### src/rtl/ltc2600_pkg.sv
// Shared definitions for the LTC2600 serial frame receiver and writer.
package ltc2600_pkg;

    localparam int unsigned FRAME_BITS = 24;
    localparam logic [3:0]  ADDR_ALL   = 4'hF;

    typedef enum logic [3:0] {
        CMD_WRITE_IN         = 4'b0000,
        CMD_UPDATE           = 4'b0001,
        CMD_WRITE_UPDATE_ALL = 4'b0010,
        CMD_WRITE_UPDATE     = 4'b0011,
        CMD_PWRDN            = 4'b0100,
        CMD_NOP              = 4'b1111
    } command_t;

    typedef enum logic [1:0] {
        ST_WAIT_HIGH = 2'd0,
        ST_IDLE      = 2'd1,
        ST_SHIFT     = 2'd2,
        ST_COMMIT    = 2'd3
    } rx_state_t;

    typedef struct packed {
        command_t   cmd;
        logic [3:0] addr;
    } frame_hdr_t;

endpackage

### src/rtl/ltc2600_pin_sync.sv
// Multi-flop synchronizer for one asynchronous pin, with rise/fall pulses
// derived from the synchronized level.
module ltc2600_pin_sync #(
    parameter int unsigned SYNC_STAGES = 2,
    parameter logic        RESET_VAL   = 1'b0
) (
    input  logic clk,
    input  logic rstn,
    input  logic pin,
    output logic level,
    output logic rise_c,
    output logic fall_c
);

    logic [SYNC_STAGES-1:0] chain;
    logic                   prev;

    always_ff @(posedge clk or negedge rstn) begin
        if (!rstn) begin
            chain <= {SYNC_STAGES{RESET_VAL}};
            prev  <= RESET_VAL;
        end else begin
            chain <= SYNC_STAGES'({chain, pin});
            prev  <= chain[SYNC_STAGES-1];
        end
    end

    assign level  = chain[SYNC_STAGES-1];
    assign rise_c = level & ~prev;
    assign fall_c = ~level & prev;

endmodule

### src/rtl/ltc2600_receive.sv
// LTC2600-style serial DAC receiver: captures csb-framed words from sck/sdi,
// decodes cmd/addr/data and models per-channel input, DAC and power-down state.
// Build option: define LTC2600_RECEIVE_SDO_EN to enable the sdo daisy-chain echo.
module ltc2600_receive
    import ltc2600_pkg::*;
#(
    parameter int unsigned DATA_WIDTH  = 16,
    parameter int unsigned N_CH        = 8,
    parameter int unsigned SYNC_STAGES = 2
) (
    input  logic                    clk,
    input  logic                    rstn,
    input  logic                    sck,
    input  logic                    sdi,
    input  logic                    csb,
    output logic                    sdo,
    output logic                    frame_valid,
    output logic                    frame_error,
    output logic [3:0]              frame_cmd,
    output logic [3:0]              frame_addr,
    output logic [DATA_WIDTH-1:0]   frame_data,
    input  logic [$clog2(N_CH)-1:0] rd_addr,
    output logic [DATA_WIDTH-1:0]   rd_dac_code,
    output logic [DATA_WIDTH-1:0]   rd_input_code,
    output logic                    rd_pwrdn
);

    localparam int unsigned FB = DATA_WIDTH + 8;
    localparam int unsigned CW = $clog2(FB + 1);
    localparam int unsigned SW = $clog2(SYNC_STAGES + 1);

    logic sck_lvl, sck_rise, sck_fall;
    logic sdi_lvl, sdi_rise, sdi_fall;
    logic csb_lvl, csb_rise, csb_fall;

    ltc2600_pin_sync #(.SYNC_STAGES(SYNC_STAGES), .RESET_VAL(1'b0)) u_sync_sck (
        .clk(clk), .rstn(rstn), .pin(sck),
        .level(sck_lvl), .rise_c(sck_rise), .fall_c(sck_fall)
    );
    ltc2600_pin_sync #(.SYNC_STAGES(SYNC_STAGES), .RESET_VAL(1'b0)) u_sync_sdi (
        .clk(clk), .rstn(rstn), .pin(sdi),
        .level(sdi_lvl), .rise_c(sdi_rise), .fall_c(sdi_fall)
    );
    ltc2600_pin_sync #(.SYNC_STAGES(SYNC_STAGES), .RESET_VAL(1'b1)) u_sync_csb (
        .clk(clk), .rstn(rstn), .pin(csb),
        .level(csb_lvl), .rise_c(csb_rise), .fall_c(csb_fall)
    );

    logic unused_pins;
    assign unused_pins = ^{sck_lvl, sck_fall, sdi_rise, sdi_fall};

    rx_state_t             state_q, state_d;
    logic [SW-1:0]         settle_q;
    logic [FB-1:0]         shift_q;
    logic [CW-1:0]         count_q;
    logic                  settled, full, shift_en, frame_start, commit, addr_ok;
    command_t              f_cmd;
    logic [3:0]            f_addr;
    logic [DATA_WIDTH-1:0] f_data;
    logic [N_CH-1:0]       hit;

    logic [DATA_WIDTH-1:0] input_code [N_CH];
    logic [DATA_WIDTH-1:0] dac_code   [N_CH];
    logic [N_CH-1:0]       pwrdn;

    // The csb synchronizer resets to 1, so its level is trusted only once
    // the chain has refilled from the pin after reset.
    always_ff @(posedge clk or negedge rstn) begin
        if (!rstn) begin
            settle_q <= '0;
        end else if (state_q == ST_WAIT_HIGH && !settled) begin
            settle_q <= settle_q + SW'(1);
        end
    end

    assign settled = (settle_q == SW'(SYNC_STAGES));

    always_ff @(posedge clk or negedge rstn) begin
        if (!rstn) begin
            state_q <= ST_WAIT_HIGH;
        end else begin
            state_q <= state_d;
        end
    end

    always_comb begin
        state_d     = state_q;
        shift_en    = 1'b0;
        frame_start = 1'b0;
        commit      = 1'b0;
        case (state_q)
            ST_WAIT_HIGH: if (settled && csb_lvl) state_d = ST_IDLE;
            ST_IDLE: begin
                if (csb_fall) begin
                    state_d     = ST_SHIFT;
                    frame_start = 1'b1;
                end
            end
            ST_SHIFT: begin
                if (csb_rise) state_d = ST_COMMIT;
                else          shift_en = sck_rise;
            end
            ST_COMMIT: begin
                state_d = ST_IDLE;
                commit  = 1'b1;
            end
            default: state_d = ST_WAIT_HIGH;
        endcase
    end

    always_ff @(posedge clk or negedge rstn) begin
        if (!rstn) begin
            shift_q <= '0;
            count_q <= '0;
        end else if (frame_start) begin
            shift_q <= '0;
            count_q <= '0;
        end else if (shift_en) begin
            shift_q <= {shift_q[FB-2:0], sdi_lvl};
            if (!full) count_q <= count_q + CW'(1);
        end
    end

    assign full    = (count_q == CW'(FB));
    assign f_cmd   = command_t'(shift_q[FB-1 -: 4]);
    assign f_addr  = shift_q[FB-5 -: 4];
    assign f_data  = shift_q[DATA_WIDTH-1:0];
    assign addr_ok = (f_addr == ADDR_ALL) || (32'(f_addr) < N_CH);

    always_comb begin
        for (int unsigned i = 0; i < N_CH; i++) begin
            hit[i] = (f_addr == ADDR_ALL) || (32'(f_addr) == i);
        end
    end

    always_ff @(posedge clk or negedge rstn) begin
        if (!rstn) begin
            frame_valid <= 1'b0;
            frame_error <= 1'b0;
            frame_cmd   <= '0;
            frame_addr  <= '0;
            frame_data  <= '0;
        end else begin
            frame_valid <= commit && full;
            frame_error <= commit && !full;
            if (commit && full) begin
                frame_cmd  <= f_cmd;
                frame_addr <= f_addr;
                frame_data <= f_data;
            end
        end
    end

    // Channel register file; a write-update-all reads the pre-write input code
    // of unaddressed channels and the new data of addressed ones.
    always_ff @(posedge clk or negedge rstn) begin
        if (!rstn) begin
            for (int unsigned i = 0; i < N_CH; i++) begin
                input_code[i] <= '0;
                dac_code[i]   <= '0;
            end
            pwrdn <= '0;
        end else if (commit && full && addr_ok) begin
            for (int unsigned i = 0; i < N_CH; i++) begin
                case (f_cmd)
                    CMD_WRITE_IN: if (hit[i]) input_code[i] <= f_data;
                    CMD_UPDATE: begin
                        if (hit[i]) begin
                            dac_code[i] <= input_code[i];
                            pwrdn[i]    <= 1'b0;
                        end
                    end
                    CMD_WRITE_UPDATE_ALL: begin
                        if (hit[i]) input_code[i] <= f_data;
                        dac_code[i] <= hit[i] ? f_data : input_code[i];
                        pwrdn[i]    <= 1'b0;
                    end
                    CMD_WRITE_UPDATE: begin
                        if (hit[i]) begin
                            input_code[i] <= f_data;
                            dac_code[i]   <= f_data;
                            pwrdn[i]      <= 1'b0;
                        end
                    end
                    CMD_PWRDN: if (hit[i]) pwrdn[i] <= 1'b1;
                    default: ;
                endcase
            end
        end
    end

    always_comb begin
        rd_dac_code   = '0;
        rd_input_code = '0;
        rd_pwrdn      = 1'b0;
        if (32'(rd_addr) < N_CH) begin
            rd_dac_code   = dac_code[rd_addr];
            rd_input_code = input_code[rd_addr];
            rd_pwrdn      = pwrdn[rd_addr];
        end
    end

`ifdef LTC2600_RECEIVE_SDO_EN
    always_ff @(posedge clk or negedge rstn) begin
        if (!rstn) begin
            sdo <= 1'b0;
        end else if (state_q != ST_SHIFT) begin
            sdo <= 1'b0;
        end else if (sck_fall) begin
            sdo <= shift_q[FB-1];
        end
    end
`else
    assign sdo = 1'b0;
`endif

endmodule

### config.mk
export PLATFORM = sky130hd
export DESIGN_NAME = ltc2600_receive
export DESIGN_NICKNAME = d
export VERILOG_FILES = /design/src/rtl/ltc2600_pkg.sv /design/src/rtl/ltc2600_pin_sync.sv /design/src/rtl/ltc2600_receive.sv
export SDC_FILE = /design/constraint.sdc
export NUM_CORES = 1
export LEC_CHECK = 0
export ABC_AREA = 0
export CORE_ASPECT_RATIO = 2
export CORE_UTILIZATION = 55
export CTS_CLUSTER_SIZE = 10
export DETAILED_ROUTE_END_ITERATION = 10
export PLACE_DENSITY_LB_ADDON = 0.3
export SLEW_MARGIN = 20
export SYNTH_ARGS = -nofsm -noshare
export SYNTH_HDL_FRONTEND = slang
export SYNTH_SLANG_ARGS = --single-unit
### constraint.sdc
create_clock -name clk -period 2.4 [get_ports clk]
set_clock_uncertainty 0.05 [all_clocks]
set_input_delay 0.24 -clock clk [delete_from_list [all_inputs] [get_ports clk]]
set_output_delay 0.24 -clock clk [all_outputs]
set_load 0.02 [all_outputs]
==> metrics.txt, run 1 <==
# TYPE chip_impl_metric gauge
chip_impl_metric{name="p_int",unit="mW"} 9.003
chip_impl_info{name="cts_root_buf",value="sky130_fd_sc_hd__clkbuf_16"} 1
chip_impl_metric{name="fin_util",unit=""} 0.6691
chip_impl_metric{name="r2r.worst_path.cells",unit=""} 10
chip_impl_info{name="layout_common_cells",value="328 x sky130_fd_sc_hd__dfrtp_1, 167 x sky130_fd_sc_hd__nand2_1, 148 x sky130_fd_sc_hd__mux2_2, 141 x sky130_fd_sc_hd__a21oi_1, 131 x sky130_fd_sc_hd__nor2_1"} 1
chip_impl_info{name="rsz_0062_raised_after_global_routing",value="yes"} 1
chip_impl_metric{name="hold_slack",unit="ns"} 0.08212
chip_impl_metric{name="ys_ff_latch",unit=""} 331
chip_impl_metric{name="routed-via-count",unit=""} 11820
chip_impl_metric{name="placeableCoreArea",unit="um2"} 28740
chip_impl_metric{name="timing.final.setup_violations",unit=""} 50
chip_impl_metric{name="die_area",unit="um2"} 29850
chip_impl_metric{name="synth-seq-area-share",unit=""} 0.5174
chip_impl_metric{name="ff_latch_area",unit="um2"} 8287
chip_impl_metric{name="finalInstanceArea",unit="um2"} 19230
chip_impl_metric{name="yosys.area.top_type_share",unit=""} 0.5125
chip_impl_metric{name="crit_path_max_incr_delay",unit="ns"} 0.44
chip_impl_metric{name="synth_warnings",unit=""} 0
chip_impl_metric{name="grt_first_pass_wirelength",unit="um"} 75170
chip_impl_metric{name="largest_fanout_on_the_critical_path",unit=""} 16
chip_impl_metric{name="rows",unit=""} 88
chip_impl_metric{name="portBuffers",unit=""} 66
chip_impl_info{name="run_status",value="finished with violations"} 1
chip_impl_metric{name="initialDrtViolationCount",unit=""} 906
chip_impl_metric{name="final_hold_violations",unit=""} 0
chip_impl_metric{name="power_per_cell_area",unit="nW/um2"} 609.9
chip_impl_info{name="cts_tree",value="yes"} 1
chip_impl_metric{name="power.combinational.fraction",unit=""} 0.068
chip_impl_metric{name="fin_total_pwr",unit="mW"} 11.73
chip_impl_metric{name="postRouteWirelength",unit="um"} 49640
chip_impl_info{name="r2r_start",value="count_q[1]$_DFFE_PN0P_"} 1
chip_impl_metric{name="detail_route.vias_per_cell",unit=""} 6.419
chip_impl_metric{name="floorplan.die.height",unit="um"} 243.3
chip_impl_info{name="yosysTopAreaCell",value="sky130_fd_sc_hd__dfrtp_1"} 1
chip_impl_info{name="worst-setup-path-type",value="flip-flop to flip-flop"} 1
chip_impl_metric{name="postSynthAreaPerCell",unit="um2"} 11.73
chip_impl_info{name="timing.rr.end",value="input_code[54]$_DFFE_PN0P_"} 1
chip_impl_metric{name="max_slew_margin",unit=""} 0.5401
chip_impl_info{name="most_common_cell_after_layout_fill_and_taps_aside",value="sky130_fd_sc_hd__dfrtp_1"} 1
chip_impl_info{name="hold_class",value="primary input to flip-flop"} 1
chip_impl_metric{name="dpl_cell_area",unit="um2"} 17930
chip_impl_metric{name="clk_pin_slew_worst_paths",unit="ns"} 0.05
chip_impl_metric{name="final_antenna_net_count",unit=""} 0
chip_impl_info{name="synthTopCellsByArea",value="sky130_fd_sc_hd__dfrtp_1 51%, sky130_fd_sc_hd__mux2_2 15%, sky130_fd_sc_hd__mux4_2 9.3%"} 1
chip_impl_info{name="setup.worst_path.end_class",value="flip-flop"} 1
chip_impl_metric{name="finalMaxSlewViolations",unit=""} 0
chip_impl_metric{name="power_switching",unit="mW"} 2.726
chip_impl_metric{name="seq_power_share",unit=""} 0.486
chip_impl_metric{name="area_delta_synth_final",unit="%"} 20.06
chip_impl_metric{name="layout_cells_sized_above_1",unit=""} 0.3093
chip_impl_metric{name="ctsLongestPathBuffers",unit=""} 3
chip_impl_metric{name="first_global_vias",unit=""} 12810
chip_impl_metric{name="sw_share",unit=""} 0.2324
chip_impl_metric{name="synth_async_sr_flop_share",unit=""} 1.000
chip_impl_info{name="timing.critical_path.slowest_stage_cell",value="sky130_fd_sc_hd__or4_1"} 1
chip_impl_metric{name="grt_antenna_before_repair",unit=""} 0
chip_impl_metric{name="gp_routability_congestion",unit=""} 0.9162
chip_impl_metric{name="critical_path_rt",unit="ns"} 2.74
chip_impl_metric{name="overflow_after_grt",unit=""} 0
chip_impl_metric{name="period_share",unit=""} 1.028
chip_impl_info{name="timing.critical_path.to",value="input_code[54]$_DFFE_PN0P_"} 1
chip_impl_metric{name="drc",unit=""} 0
chip_impl_info{name="crit_path_launch",value="count_q[1]$_DFFE_PN0P_"} 1
chip_impl_metric{name="clock_sink_count",unit=""} 331
chip_impl_metric{name="max_clock_freq",unit="MHz"} 405.3
chip_impl_metric{name="ir_worst_vdd",unit="mV"} 0.7141
chip_impl_metric{name="grt_max_degree",unit=""} 73
chip_impl_metric{name="initial_core_utilization",unit=""} 0.5573
chip_impl_metric{name="antennaDiodeCount",unit=""} 0
chip_impl_metric{name="final.min_clock_period",unit="ns"} 2.467
chip_impl_metric{name="synthesis.area",unit="um2"} 16020
chip_impl_metric{name="ctsHtreeMaxLevel",unit=""} 2
chip_impl_metric{name="multi_input_area",unit="um2"} 7536
chip_impl_metric{name="critPathArrivalTime",unit="ns"} 2.81
chip_impl_metric{name="design.final.nets",unit=""} 1488
chip_impl_metric{name="pwr-share-clk",unit=""} 0.446
chip_impl_info{name="critical_path.startpoint_type",value="flip-flop"} 1
chip_impl_info{name="crit_chain",value="inv_2 -> ha_4 -> and4b_1 -> o211ai_1 -> or4_1 -> buf_6 -> buf_4 -> nor2_4 -> buf_12 -> mux2_2"} 1
chip_impl_metric{name="place.detailed.hpwl",unit="um"} 31490
chip_impl_metric{name="p_leak",unit="nW"} 8.876
chip_impl_metric{name="cap_violations",unit=""} 0
chip_impl_metric{name="tightest_slew",unit="ns"} 0.6899
chip_impl_metric{name="synth_cell_types",unit=""} 48
chip_impl_metric{name="grt_use_total",unit=""} 0.3491
chip_impl_metric{name="ff2ff_setup_slack",unit="ns"} -0.07
chip_impl_info{name="synth_ff_type",value="sky130_fd_sc_hd__dfrtp_1"} 1
chip_impl_info{name="violations",value="setup timing"} 1
chip_impl_metric{name="io_pins",unit=""} 68
chip_impl_metric{name="drt_pass1_iterations",unit=""} 7
chip_impl_metric{name="cts-buffers-inserted",unit=""} 39
chip_impl_metric{name="synth_cells",unit=""} 1366
chip_impl_metric{name="post_syn_nets",unit=""} 1382
chip_impl_metric{name="final.setup.worst_slack",unit="ns"} -0.06733
chip_impl_metric{name="number_of_enable_type_register_cells_in_the_synthesized_netlist",unit=""} 0
chip_impl_metric{name="later_pin_clock_latency_in_the_skew_report",unit="ns"} 0.52
chip_impl_metric{name="avgRoutedWirePerCell",unit="um"} 26.97
chip_impl_metric{name="totalNegativeSetupSlack",unit="ns"} -1.120
chip_impl_metric{name="layout_filler_cell_count",unit=""} 2098
chip_impl_metric{name="die_w",unit="um"} 122.7
[sequential cells by signal (all words and copies together), names as in the netlist, 2 cells and up]
name,cells
count_q,5
dac_code,128
frame_addr,4
frame_cmd,4
frame_data,16
input_code,128
pwrdn,8
settle_q,2
shift_q,24
state_q,2
u_sync_csb.chain,2
u_sync_sck.chain,2
u_sync_sdi.chain,2
[cells in the mapped netlist, types with 2 or more instances]
library cell,instances
sky130_fd_sc_hd__mux2_2,210
sky130_fd_sc_hd__ha_1,8
sky130_fd_sc_hd__nand4_1,2
sky130_fd_sc_hd__dfrtp_1,328
sky130_fd_sc_hd__o21ai_1,5
sky130_fd_sc_hd__or2_2,3
sky130_fd_sc_hd__or4_1,2
sky130_fd_sc_hd__a21oi_1,144
sky130_fd_sc_hd__inv_1,14
sky130_fd_sc_hd__nor3b_1,3
sky130_fd_sc_hd__mux4_2,66
sky130_fd_sc_hd__nor2_1,134
sky130_fd_sc_hd__and3_1,4
sky130_fd_sc_hd__mux2i_1,33
sky130_fd_sc_hd__xor2_1,4
sky130_fd_sc_hd__dfstp_2,3
sky130_fd_sc_hd__nor4b_1,3
sky130_fd_sc_hd__buf_4,9
sky130_fd_sc_hd__nand2b_1,4
sky130_fd_sc_hd__nand2_1,167
sky130_fd_sc_hd__o21ai_0,34
sky130_fd_sc_hd__nor2b_1,4
sky130_fd_sc_hd__nor3_1,4
sky130_fd_sc_hd__xnor2_1,4
sky130_fd_sc_hd__nand3b_1,2
sky130_fd_sc_hd__nand3_1,4
sky130_fd_sc_hd__clkbuf_1,69
sky130_fd_sc_hd__buf_1,11
sky130_fd_sc_hd__o2bb2ai_1,48
sky130_fd_sc_hd__buf_2,16
sky130_fd_sc_hd__nor2_2,6
sky130_fd_sc_hd__nor4_1,2
[power groups by stage]
stage          combinational (mW)  sequential [mW]  clock [mW]
6_report                    0.799             5.69        5.23
5_1_grt                     0.877             5.70        5.45
4_1_cts                     0.788             5.69        5.26
3_5_place_dp                0.780             5.79           0
3_3_place_gp                0.761             5.79           0
2_1_floorplan               0.366             5.80           0
[how the worst min path moves through the flow]
stage / start / to / slack (ns) / depth (start not counted)
after floorplan: rstn / count_q[0]$_DFFE_PN0P_ / -0.11 / 0
after global placement: rstn / input_code[6]$_DFFE_PN0P_ / 0.22 / 1
after detailed placement: rstn / input_code[6]$_DFFE_PN0P_ / 0.22 / 1
after CTS: csb / u_sync_csb.chain[0]$_DFF_PN1_ / 0.08 / 1
after global routing: csb / u_sync_csb.chain[0]$_DFF_PN1_ / 0.1 / 1
final: csb / u_sync_csb.chain[0]$_DFF_PN1_ / 0.08 / 1
[timing repair]
item                       4_1_cts  5_1_grt
setup endpoints to repair      110      119
gates resized for setup         43       49
pin swaps                        1        0
hold buffers                     1        0
setup buffers                    2        1
cloned                           1        2
hold endpoints to repair        61        0
[kinds of logic after synthesis]
| logic type | after synthesis | synth area share |
|---|---|---|
| AO/OA/AOI/OAI | 238 | 0.08710 |
| XOR/XNOR | 8 | 0.004374 |
| adder cells (fa/ha/maj) | 8 | 0.006250 |
| buffers and inverters | 121 | 0.03218 |
| flip-flops | 331 | 0.5174 |
| multiplexers | 309 | 0.2611 |
| other | 1 | 0.0002341 |
| AND/OR/NAND/NOR | 350 | 0.09140 |
[per-layer routing]
metal / global-route usage / up-vias / share of wire
met2: 0.5712 / 595 / 0.51
met1: 0.3997 / 5976 / 0.34
met3: 0.06016 / 205 / 0.073
met5: 0 / - / 0
met4: 0.2701 / 0 / 0.075
li1: - / 5041 / -
[metrics by stage]
step,worst slack (ns),cells
CTS,-0.04902,1840
global placement,-0.02863,1786
global route,-0.1685,1841
detailed placement,-0.07605,1786
floorplan,-0.08957,1366
finish,-0.06733,1841
[cell type report]
| type | count | share of cell area |
|---|---|---|
| clock buffer | 49 | 0.05492 |
| inverter | 15 | 0.002928 |
| clock inverter | 1 | 0.0004555 |
| sequential | 331 | 0.4309 |
| multi-input combinational | 914 | 0.3919 |
| tap | 360 | 0.02342 |
| timing repair buffer | 171 | 0.09545 |
[worst max-delay path, delay by kind of cell, from the launching register on]
kind | cells | cell delay, ns
AO/OA/AOI/OAI | 1 | 0.10
multiplexers | 1 | 0.36
buffers and inverters | 4 | 0.56
AND/OR/NAND/NOR | 3 | 0.74
flip-flops | 1 | 0.39
adder cells (fa/ha/maj) | 1 | 0.12
Power figures use the tool's default switching activity.
==> run 2, diff against run 1 <==
--- a/config.mk
+++ b/config.mk
@@ -6,11 +6,13 @@
 export NUM_CORES = 1
 export LEC_CHECK = 0
 export ABC_AREA = 0
+export CELL_PAD_IN_SITES_DETAIL_PLACEMENT = 0
+export CELL_PAD_IN_SITES_GLOBAL_PLACEMENT = 1
 export CORE_ASPECT_RATIO = 2
-export CORE_UTILIZATION = 55
-export CTS_CLUSTER_SIZE = 10
+export CORE_UTILIZATION = 45
 export DETAILED_ROUTE_END_ITERATION = 10
 export PLACE_DENSITY_LB_ADDON = 0.3
+export REMOVE_ABC_BUFFERS = 1
 export SLEW_MARGIN = 20
 export SYNTH_ARGS = -nofsm -noshare
 export SYNTH_HDL_FRONTEND = slang
==> run 2 against run 1 <==
Compared with the run above: the run still ends with setup timing left; sequential power barely moved; first-iteration DRC count shrank 19%; sequential share of layout area fell by 0.83 points; hold slack worse by 0.034 ns; routed wire length is 2.8% higher; critical path depth decreased by 1; critical endpoint is now input_code[27]$_DFFE_PN0P_.
==> metrics.txt, run 2 (same netlist as run 1, synthesis figures left out) <==
# TYPE chip_impl_metric gauge
chip_impl_info{name="setup.worst_path.end_class",value="flip-flop"} 1
chip_impl_metric{name="drc",unit=""} 0
chip_impl_metric{name="period_share",unit=""} 1.056
chip_impl_metric{name="global_routing_usage_on_met3",unit=""} 0.03234
chip_impl_info{name="hold_class",value="primary input to flip-flop"} 1
chip_impl_metric{name="layout_filler_cell_count",unit=""} 2941
chip_impl_metric{name="gr-usage-met2",unit=""} 0.5141
chip_impl_info{name="grt_busiest_layer",value="met2"} 1
chip_impl_metric{name="design.final.nets",unit=""} 1499
chip_impl_metric{name="later_pin_clock_latency_in_the_skew_report",unit="ns"} 0.59
chip_impl_metric{name="grt_max_degree",unit=""} 74
chip_impl_metric{name="placeableCoreArea",unit="um2"} 35070
chip_impl_metric{name="portBuffers",unit=""} 66
chip_impl_metric{name="globalRouteMet1Util",unit=""} 0.3327
chip_impl_info{name="reg_top3",value="dac_code (128), input_code (128), shift_q (24)"} 1
chip_impl_metric{name="critPathArrivalTime",unit="ns"} 2.95
chip_impl_info{name="critical_path.startpoint_type",value="flip-flop"} 1
chip_impl_metric{name="detail_route.vias_per_cell",unit=""} 5.977
chip_impl_metric{name="critical_path_rt",unit="ns"} 2.82
chip_impl_metric{name="rows",unit=""} 97
chip_impl_metric{name="ir_worst_vdd",unit="mV"} 0.5150
chip_impl_metric{name="layout_cells_sized_above_1",unit=""} 0.3300
chip_impl_metric{name="final_antenna_net_count",unit=""} 0
chip_impl_metric{name="die_area",unit="um2"} 36400
chip_impl_metric{name="overflow_after_grt",unit=""} 0
chip_impl_metric{name="finalInstanceArea",unit="um2"} 19610
chip_impl_metric{name="drt_pass1_iterations",unit=""} 5
chip_impl_info{name="cts_tree",value="yes"} 1
chip_impl_metric{name="clk_pin_slew_worst_paths",unit="ns"} 0.07
chip_impl_metric{name="hold_slack",unit="ns"} 0.04813
chip_impl_metric{name="grt_first_pass_wirelength",unit="um"} 76510
chip_impl_metric{name="fin_total_pwr",unit="mW"} 12.06
chip_impl_info{name="worst-setup-path-type",value="flip-flop to flip-flop"} 1
chip_impl_metric{name="placement.setup.worst_slack",unit="ns"} -0.1328
chip_impl_info{name="run_status",value="finished with violations"} 1
chip_impl_metric{name="max_clock_freq",unit="MHz"} 394.5
chip_impl_metric{name="final.setup.worst_slack",unit="ns"} -0.1346
chip_impl_info{name="cts_root_buf",value="sky130_fd_sc_hd__clkbuf_16"} 1
chip_impl_metric{name="tightest_slew",unit="ns"} 0.5714
chip_impl_metric{name="max_slew_margin",unit=""} 0.6190
chip_impl_metric{name="cap_violations",unit=""} 0
chip_impl_metric{name="ctsHtreeMaxLevel",unit=""} 1
chip_impl_metric{name="place.detailed.hpwl",unit="um"} 33910
chip_impl_metric{name="routed-via-count",unit=""} 11660
chip_impl_metric{name="grt_antenna_before_repair",unit=""} 0
chip_impl_info{name="layout_common_cells",value="328 x sky130_fd_sc_hd__dfrtp_1, 167 x sky130_fd_sc_hd__nand2_1, 144 x sky130_fd_sc_hd__mux2_2, 141 x sky130_fd_sc_hd__a21oi_1, 131 x sky130_fd_sc_hd__nor2_1"} 1
chip_impl_metric{name="avgRoutedWirePerCell",unit="um"} 26.15
chip_impl_metric{name="initial_core_utilization",unit=""} 0.4566
chip_impl_metric{name="first_global_vias",unit=""} 12330
chip_impl_metric{name="largest_fanout_on_the_critical_path",unit=""} 16
chip_impl_metric{name="dpl_cell_area",unit="um2"} 18100
chip_impl_info{name="rsz_0062_raised_after_global_routing",value="yes"} 1
chip_impl_metric{name="power_per_cell_area",unit="nW/um2"} 615.2
chip_impl_metric{name="p_leak",unit="nW"} 8.953
chip_impl_metric{name="finalMaxSlewViolations",unit=""} 0
chip_impl_metric{name="ctsLongestPathBuffers",unit=""} 3
chip_impl_metric{name="timing.final.setup_violations",unit=""} 112
chip_impl_metric{name="postRouteWirelength",unit="um"} 51020
chip_impl_metric{name="initialDrtViolationCount",unit=""} 730
chip_impl_info{name="violations",value="setup timing"} 1
chip_impl_metric{name="antennaDiodeCount",unit=""} 0
chip_impl_metric{name="clock_sink_count",unit=""} 331
chip_impl_metric{name="die_w",unit="um"} 135.4
chip_impl_info{name="most_common_cell_after_layout_fill_and_taps_aside",value="sky130_fd_sc_hd__dfrtp_1"} 1
chip_impl_metric{name="gp_routability_congestion",unit=""} 0.8660
chip_impl_metric{name="grt_use_total",unit=""} 0.2899
chip_impl_metric{name="final_hold_violations",unit=""} 0
chip_impl_metric{name="cts-buffers-inserted",unit=""} 30
chip_impl_metric{name="floorplan.die.height",unit="um"} 268.8
chip_impl_metric{name="area_delta_synth_final",unit="%"} 22.42
chip_impl_metric{name="final.min_clock_period",unit="ns"} 2.535
chip_impl_metric{name="io_pins",unit=""} 68
## run 2: changes by cell type in the layout (fill, tap and decap cells not counted), moves of 4 or more
cell                              delta
sky130_fd_sc_hd__bufinv_16           +6
sky130_fd_sc_hd__clkbuf_1            -7
sky130_fd_sc_hd__buf_6               +8
sky130_fd_sc_hd__dlygate4sd2_1      -18
sky130_fd_sc_hd__mux2_2              -4
sky130_fd_sc_hd__clkdlybuf4s15_1    +11
sky130_fd_sc_hd__buf_4              +13
sky130_fd_sc_hd__clkbuf_2            +5
sky130_fd_sc_hd__clkbuf_8            +9
sky130_fd_sc_hd__mux2_4              +4
sky130_fd_sc_hd__clkbuf_16          -13
## run 2: routing by layer
metal	share of wire	vias up
met5	0	-
met4	0.060	0
met3	0.053	154
met2	0.53	425
met1	0.36	6009
li1	-	5074
## run 2: power breakdown
group | switching (mW) | internal [mW] | leakage [nW]
logic | 0.519 | 0.360 | 3.81
clock network | 2.26 | 3.24 | 0.550
registers | 0.0462 | 5.64 | 4.59
total | 2.83 | 9.24 | 8.95
## run 2: repair_timing
action                     in CTS  in global routing
hold buffers                    2                  0
setup endpoints to repair     145                144
pin swaps                       2                  2
resized for setup              78                 74
buffers inserted                1                  2
hold endpoints to repair      208                  0
gates cloned                    1                  0
## run 2: final cells by class
class | instances | area (um2) | area share
Timing Repair Buffer | 191 | 1983 | 0.1011
Clock buffer | 40 | 878.3 | 0.04480
Multi-Input combinational cell | 914 | 7585 | 0.3868
Clock inverter | 15 | 261.5 | 0.01334
Inverter | 15 | 56.30 | 0.002872
Tap cell | 445 | 556.8 | 0.02840
Sequential cell | 331 | 8287 | 0.4226
## run 2: final timing paths
kind | from | end | slack (ns) | cells past startpoint
max | count_q[0]$_DFFE_PN0P_ | input_code[27]$_DFFE_PN0P_ | -0.13 | 9
min | sck | u_sync_sck.chain[0]$_DFF_PN0_ | 0.05 | 1
max reg2reg | count_q[0]$_DFFE_PN0P_ | input_code[27]$_DFFE_PN0P_ | -0.13 | 9
min reg2reg | u_sync_sck.chain[0]$_DFF_PN0_ | u_sync_sck.chain[1]$_DFF_PN0_ | 0.30 | 0
max in group asynchronous | rstn | input_code[10]$_DFFE_PN0P_ | 1.35 | 3
min in group asynchronous | rstn | frame_data[2]$_DFFE_PN0P_ | 0.13 | 2
## run 2: per-stage QoR
step | setup TNS, ns | std cells | utilization
after floorplan | -214.24 | 1260 | -
after global placement | -7.590 | 1890 | 0.5162
after detailed placement | -10.82 | 1890 | 0.5162
after CTS | -8.256 | 1949 | 0.5522
after global routing | -19.29 | 1951 | 0.5590
final | -8.362 | 1951 | 0.5590
## run 2: critical path, cell delays in order, from the launching register on
cell                       delay, ns
sky130_fd_sc_hd__dfrtp_1        0.39
sky130_fd_sc_hd__inv_2          0.08
sky130_fd_sc_hd__ha_4           0.12
sky130_fd_sc_hd__and4b_1        0.21
sky130_fd_sc_hd__o211ai_1       0.12
sky130_fd_sc_hd__or4_4          0.56
sky130_fd_sc_hd__buf_12         0.17
sky130_fd_sc_hd__nor3_4         0.14
sky130_fd_sc_hd__buf_12         0.21
sky130_fd_sc_hd__mux2_2         0.36
==> run 3, diff against run 2 <==
--- a/config.mk
+++ b/config.mk
@@ -8,7 +8,7 @@
 export ABC_AREA = 0
 export CELL_PAD_IN_SITES_DETAIL_PLACEMENT = 0
 export CELL_PAD_IN_SITES_GLOBAL_PLACEMENT = 1
-export CORE_ASPECT_RATIO = 2
+export CORE_ASPECT_RATIO = 1.2
 export CORE_UTILIZATION = 45
 export DETAILED_ROUTE_END_ITERATION = 10
 export PLACE_DENSITY_LB_ADDON = 0.3
==> run 3 against run 2 <==
Compared with the run above: the flow still finishes with violations (setup timing); final area shrank 0.45%; clock power grew 3.6%; combinational power shrank 8.8%; register-to-register slack gained 0.05 ns; die area shrank 0.12%; critical endpoint is now input_code[98]$_DFFE_PN0P_; largest cell class unchanged; largest power group unchanged.
==> metrics.txt, run 3 (same netlist as run 1, synthesis figures left out) <==
# TYPE chip_impl_metric gauge
chip_impl_info{name="reg_top3",value="dac_code (128), input_code (128), shift_q (24)"} 1
chip_impl_metric{name="critical_path_rt",unit="ns"} 2.76
chip_impl_metric{name="final.setup.worst_slack",unit="ns"} -0.08071
chip_impl_metric{name="tightest_slew",unit="ns"} 0.6800
chip_impl_info{name="layout_common_cells",value="328 x sky130_fd_sc_hd__dfrtp_1, 167 x sky130_fd_sc_hd__nand2_1, 162 x sky130_fd_sc_hd__mux2_2, 141 x sky130_fd_sc_hd__a21oi_1, 130 x sky130_fd_sc_hd__nor2_1"} 1
chip_impl_metric{name="initial_core_utilization",unit=""} 0.4576
chip_impl_info{name="crit_top_cell",value="sky130_fd_sc_hd__buf_6"} 1
chip_impl_metric{name="overflow_after_grt",unit=""} 0
chip_impl_info{name="setup.worst_path.end_class",value="flip-flop"} 1
chip_impl_metric{name="floorplan.die.height",unit="um"} 208.7
chip_impl_metric{name="grt_use_total",unit=""} 0.2681
chip_impl_metric{name="die_area",unit="um2"} 36350
chip_impl_metric{name="final_hold_violations",unit=""} 0
chip_impl_metric{name="period_share",unit=""} 1.034
chip_impl_metric{name="initialDrtViolationCount",unit=""} 923
chip_impl_metric{name="design.final.nets",unit=""} 1490
chip_impl_metric{name="later_pin_clock_latency_in_the_skew_report",unit="ns"} 0.54
chip_impl_metric{name="avgRoutedWirePerCell",unit="um"} 24.04
chip_impl_metric{name="rows",unit=""} 75
chip_impl_metric{name="power_per_cell_area",unit="nW/um2"} 625.7
chip_impl_metric{name="postRouteWirelength",unit="um"} 47190
chip_impl_metric{name="ctsHtreeMaxLevel",unit=""} 2
chip_impl_metric{name="hold_slack",unit="ns"} 0.09159
chip_impl_info{name="run_status",value="finished with violations"} 1
chip_impl_info{name="most_common_cell_after_layout_fill_and_taps_aside",value="sky130_fd_sc_hd__dfrtp_1"} 1
chip_impl_metric{name="area_delta_synth_final",unit="%"} 21.87
chip_impl_info{name="cts_tree",value="yes"} 1
chip_impl_metric{name="max_slew_margin",unit=""} 0.5466
chip_impl_info{name="cts_root_buf",value="sky130_fd_sc_hd__clkbuf_16"} 1
chip_impl_metric{name="max_clock_freq",unit="MHz"} 403.1
chip_impl_metric{name="detail_route.vias_per_cell",unit=""} 5.803
chip_impl_metric{name="portBuffers",unit=""} 66
chip_impl_metric{name="drt_pass1_iterations",unit=""} 7
chip_impl_info{name="worst-setup-path-type",value="flip-flop to flip-flop"} 1
chip_impl_metric{name="placeableCoreArea",unit="um2"} 35000
chip_impl_metric{name="grt_first_pass_wirelength",unit="um"} 73260
chip_impl_metric{name="finalMaxSlewViolations",unit=""} 0
chip_impl_metric{name="layout_cells_sized_above_1",unit=""} 0.3231
chip_impl_metric{name="crit_path_max_incr_delay",unit="ns"} 0.50
chip_impl_metric{name="antennaDiodeCount",unit=""} 0
chip_impl_metric{name="drc",unit=""} 0
chip_impl_info{name="critical_path.startpoint_type",value="flip-flop"} 1
chip_impl_metric{name="p_leak",unit="nW"} 8.961
chip_impl_metric{name="dpl_cell_area",unit="um2"} 18000
chip_impl_metric{name="clk_pin_slew_worst_paths",unit="ns"} 0.06
chip_impl_metric{name="grt_max_degree",unit=""} 71
chip_impl_metric{name="finalInstanceArea",unit="um2"} 19520
chip_impl_info{name="timing.critical_path.slowest_stage_cell",value="sky130_fd_sc_hd__or4_1"} 1
chip_impl_metric{name="grt_antenna_before_repair",unit=""} 0
chip_impl_metric{name="place.detailed.hpwl",unit="um"} 29740
chip_impl_metric{name="gp_routability_congestion",unit=""} 0.8354
chip_impl_metric{name="first_global_vias",unit=""} 12070
chip_impl_metric{name="cts-buffers-inserted",unit=""} 35
chip_impl_metric{name="critPathArrivalTime",unit="ns"} 2.84
chip_impl_metric{name="timing.final.setup_violations",unit=""} 97
chip_impl_metric{name="final_antenna_net_count",unit=""} 0
chip_impl_info{name="crit_chain",value="inv_2 -> ha_4 -> and4b_1 -> o211ai_1 -> or4_1 -> buf_6 -> nor2b_4 -> buf_6 -> buf_12 -> mux2_4"} 1
chip_impl_info{name="violations",value="setup timing"} 1
chip_impl_info{name="hold_class",value="primary input to flip-flop"} 1
chip_impl_metric{name="ctsLongestPathBuffers",unit=""} 3
chip_impl_metric{name="routed-via-count",unit=""} 11390
chip_impl_metric{name="clock_sink_count",unit=""} 331
chip_impl_metric{name="io_pins",unit=""} 68
chip_impl_metric{name="cap_violations",unit=""} 0
chip_impl_metric{name="die_w",unit="um"} 174.2
chip_impl_info{name="rsz_0062_raised_after_global_routing",value="yes"} 1
chip_impl_metric{name="largest_fanout_on_the_critical_path",unit=""} 8
chip_impl_metric{name="ir_worst_vdd",unit="mV"} 0.5182
chip_impl_metric{name="final.min_clock_period",unit="ns"} 2.481
[run 3: cell types whose count changed in the layout (fill, tap and decap cells not counted), moves of 5 or more]
cell	before	now
sky130_fd_sc_hd__buf_4	82	75
sky130_fd_sc_hd__buf_6	13	4
sky130_fd_sc_hd__clkbuf_16	30	36
sky130_fd_sc_hd__clkbuf_2	5	0
sky130_fd_sc_hd__clkbuf_8	9	14
sky130_fd_sc_hd__clkdlybuf4s15_1	12	2
sky130_fd_sc_hd__dlygate4sd2_1	14	31
sky130_fd_sc_hd__mux2_2	144	162
sky130_fd_sc_hd__mux2_4	66	48
[run 3: worst max-delay path: cells and delay by family, from the launching register on]
kind	cells	cell delay (ns)
DFF	1	0.38
muxes	1	0.30
AOI/OAI and AO/OA	1	0.11
buffers and inverters	4	0.51
and+or+nand+nor	3	0.87
adders and majority gates	1	0.13
[run 3: per-layer routing]
layer / GRT usage / vias to the layer above / share of wire / wire [um]
met1: 0.3635 / 5795 / 0.41 / 19580
met3: 0.04931 / 110 / 0.073 / 3438
li1: - / 5068 / - / -
met4: 0.1001 / 0 / 0.040 / 1891
met2: 0.4296 / 418 / 0.47 / 22290
met5: 0 / - / 0 / 0
[run 3: area by class of cell]
type / count / area (um2)
Inverter: 15 / 56.30
Tap cell: 462 / 578.1
Clock buffer: 52 / 1101
Sequential cell: 331 / 8287
Clock inverter: 12 / 132.6
Multi-Input combinational cell: 914 / 7503
Timing Repair Buffer: 177 / 1861
Fill cell: 2937 / 15480
[run 3: per-stage QoR]
stage / utilization / std cells / worst slack, ns / setup TNS [ns] / total power, mW
2_1_floorplan: - / 1260 / -1.917 / -214.24 / 6.083
3_3_place_gp: 0.5143 / 1892 / -0.06573 / -4.671 / 6.505
3_5_place_dp: 0.5143 / 1892 / -0.09170 / -6.998 / 6.521
4_1_cts: 0.5537 / 1962 / -0.06528 / -3.034 / 12.28
5_1_grt: 0.5576 / 1963 / -0.1612 / -12.65 / 12.60
6_report: 0.5576 / 1963 / -0.08071 / -3.457 / 12.21
[run 3: path summary, 6_finish.rpt]
check / from / endpoint / slack (ns) / depth (start not counted)
min in group asynchronous: rstn / dac_code[126]$_DFFE_PN0P_ / 0.25 / 2
max in group asynchronous: rstn / u_sync_csb.chain[0]$_DFF_PN1_ / 1.25 / 3
min: csb / u_sync_csb.chain[0]$_DFF_PN1_ / 0.09 / 1
min reg2reg: u_sync_sck.chain[0]$_DFF_PN0_ / u_sync_sck.chain[1]$_DFF_PN0_ / 0.30 / 0
max reg2reg: count_q[0]$_DFFE_PN0P_ / input_code[98]$_DFFE_PN0P_ / -0.08 / 10
max: count_q[0]$_DFFE_PN0P_ / input_code[98]$_DFFE_PN0P_ / -0.08 / 10
[run 3: power breakdown]
group | internal (mW) | total, mW | switching (mW)
registers | 5.64 | 5.71 | 0.0655
logic | 0.346 | 0.803 | 0.457
clock network | 3.41 | 5.70 | 2.29
total | 9.40 | 12.2 | 2.81
[run 3: timing repair]
action,in CTS,in global routing
gates resized for setup,63,44
pin swaps,0,2
buffers inserted,4,3
hold buffers,1,0
endpoints found under the hold margin,61,0
cloned,1,0
setup endpoints to repair,141,124
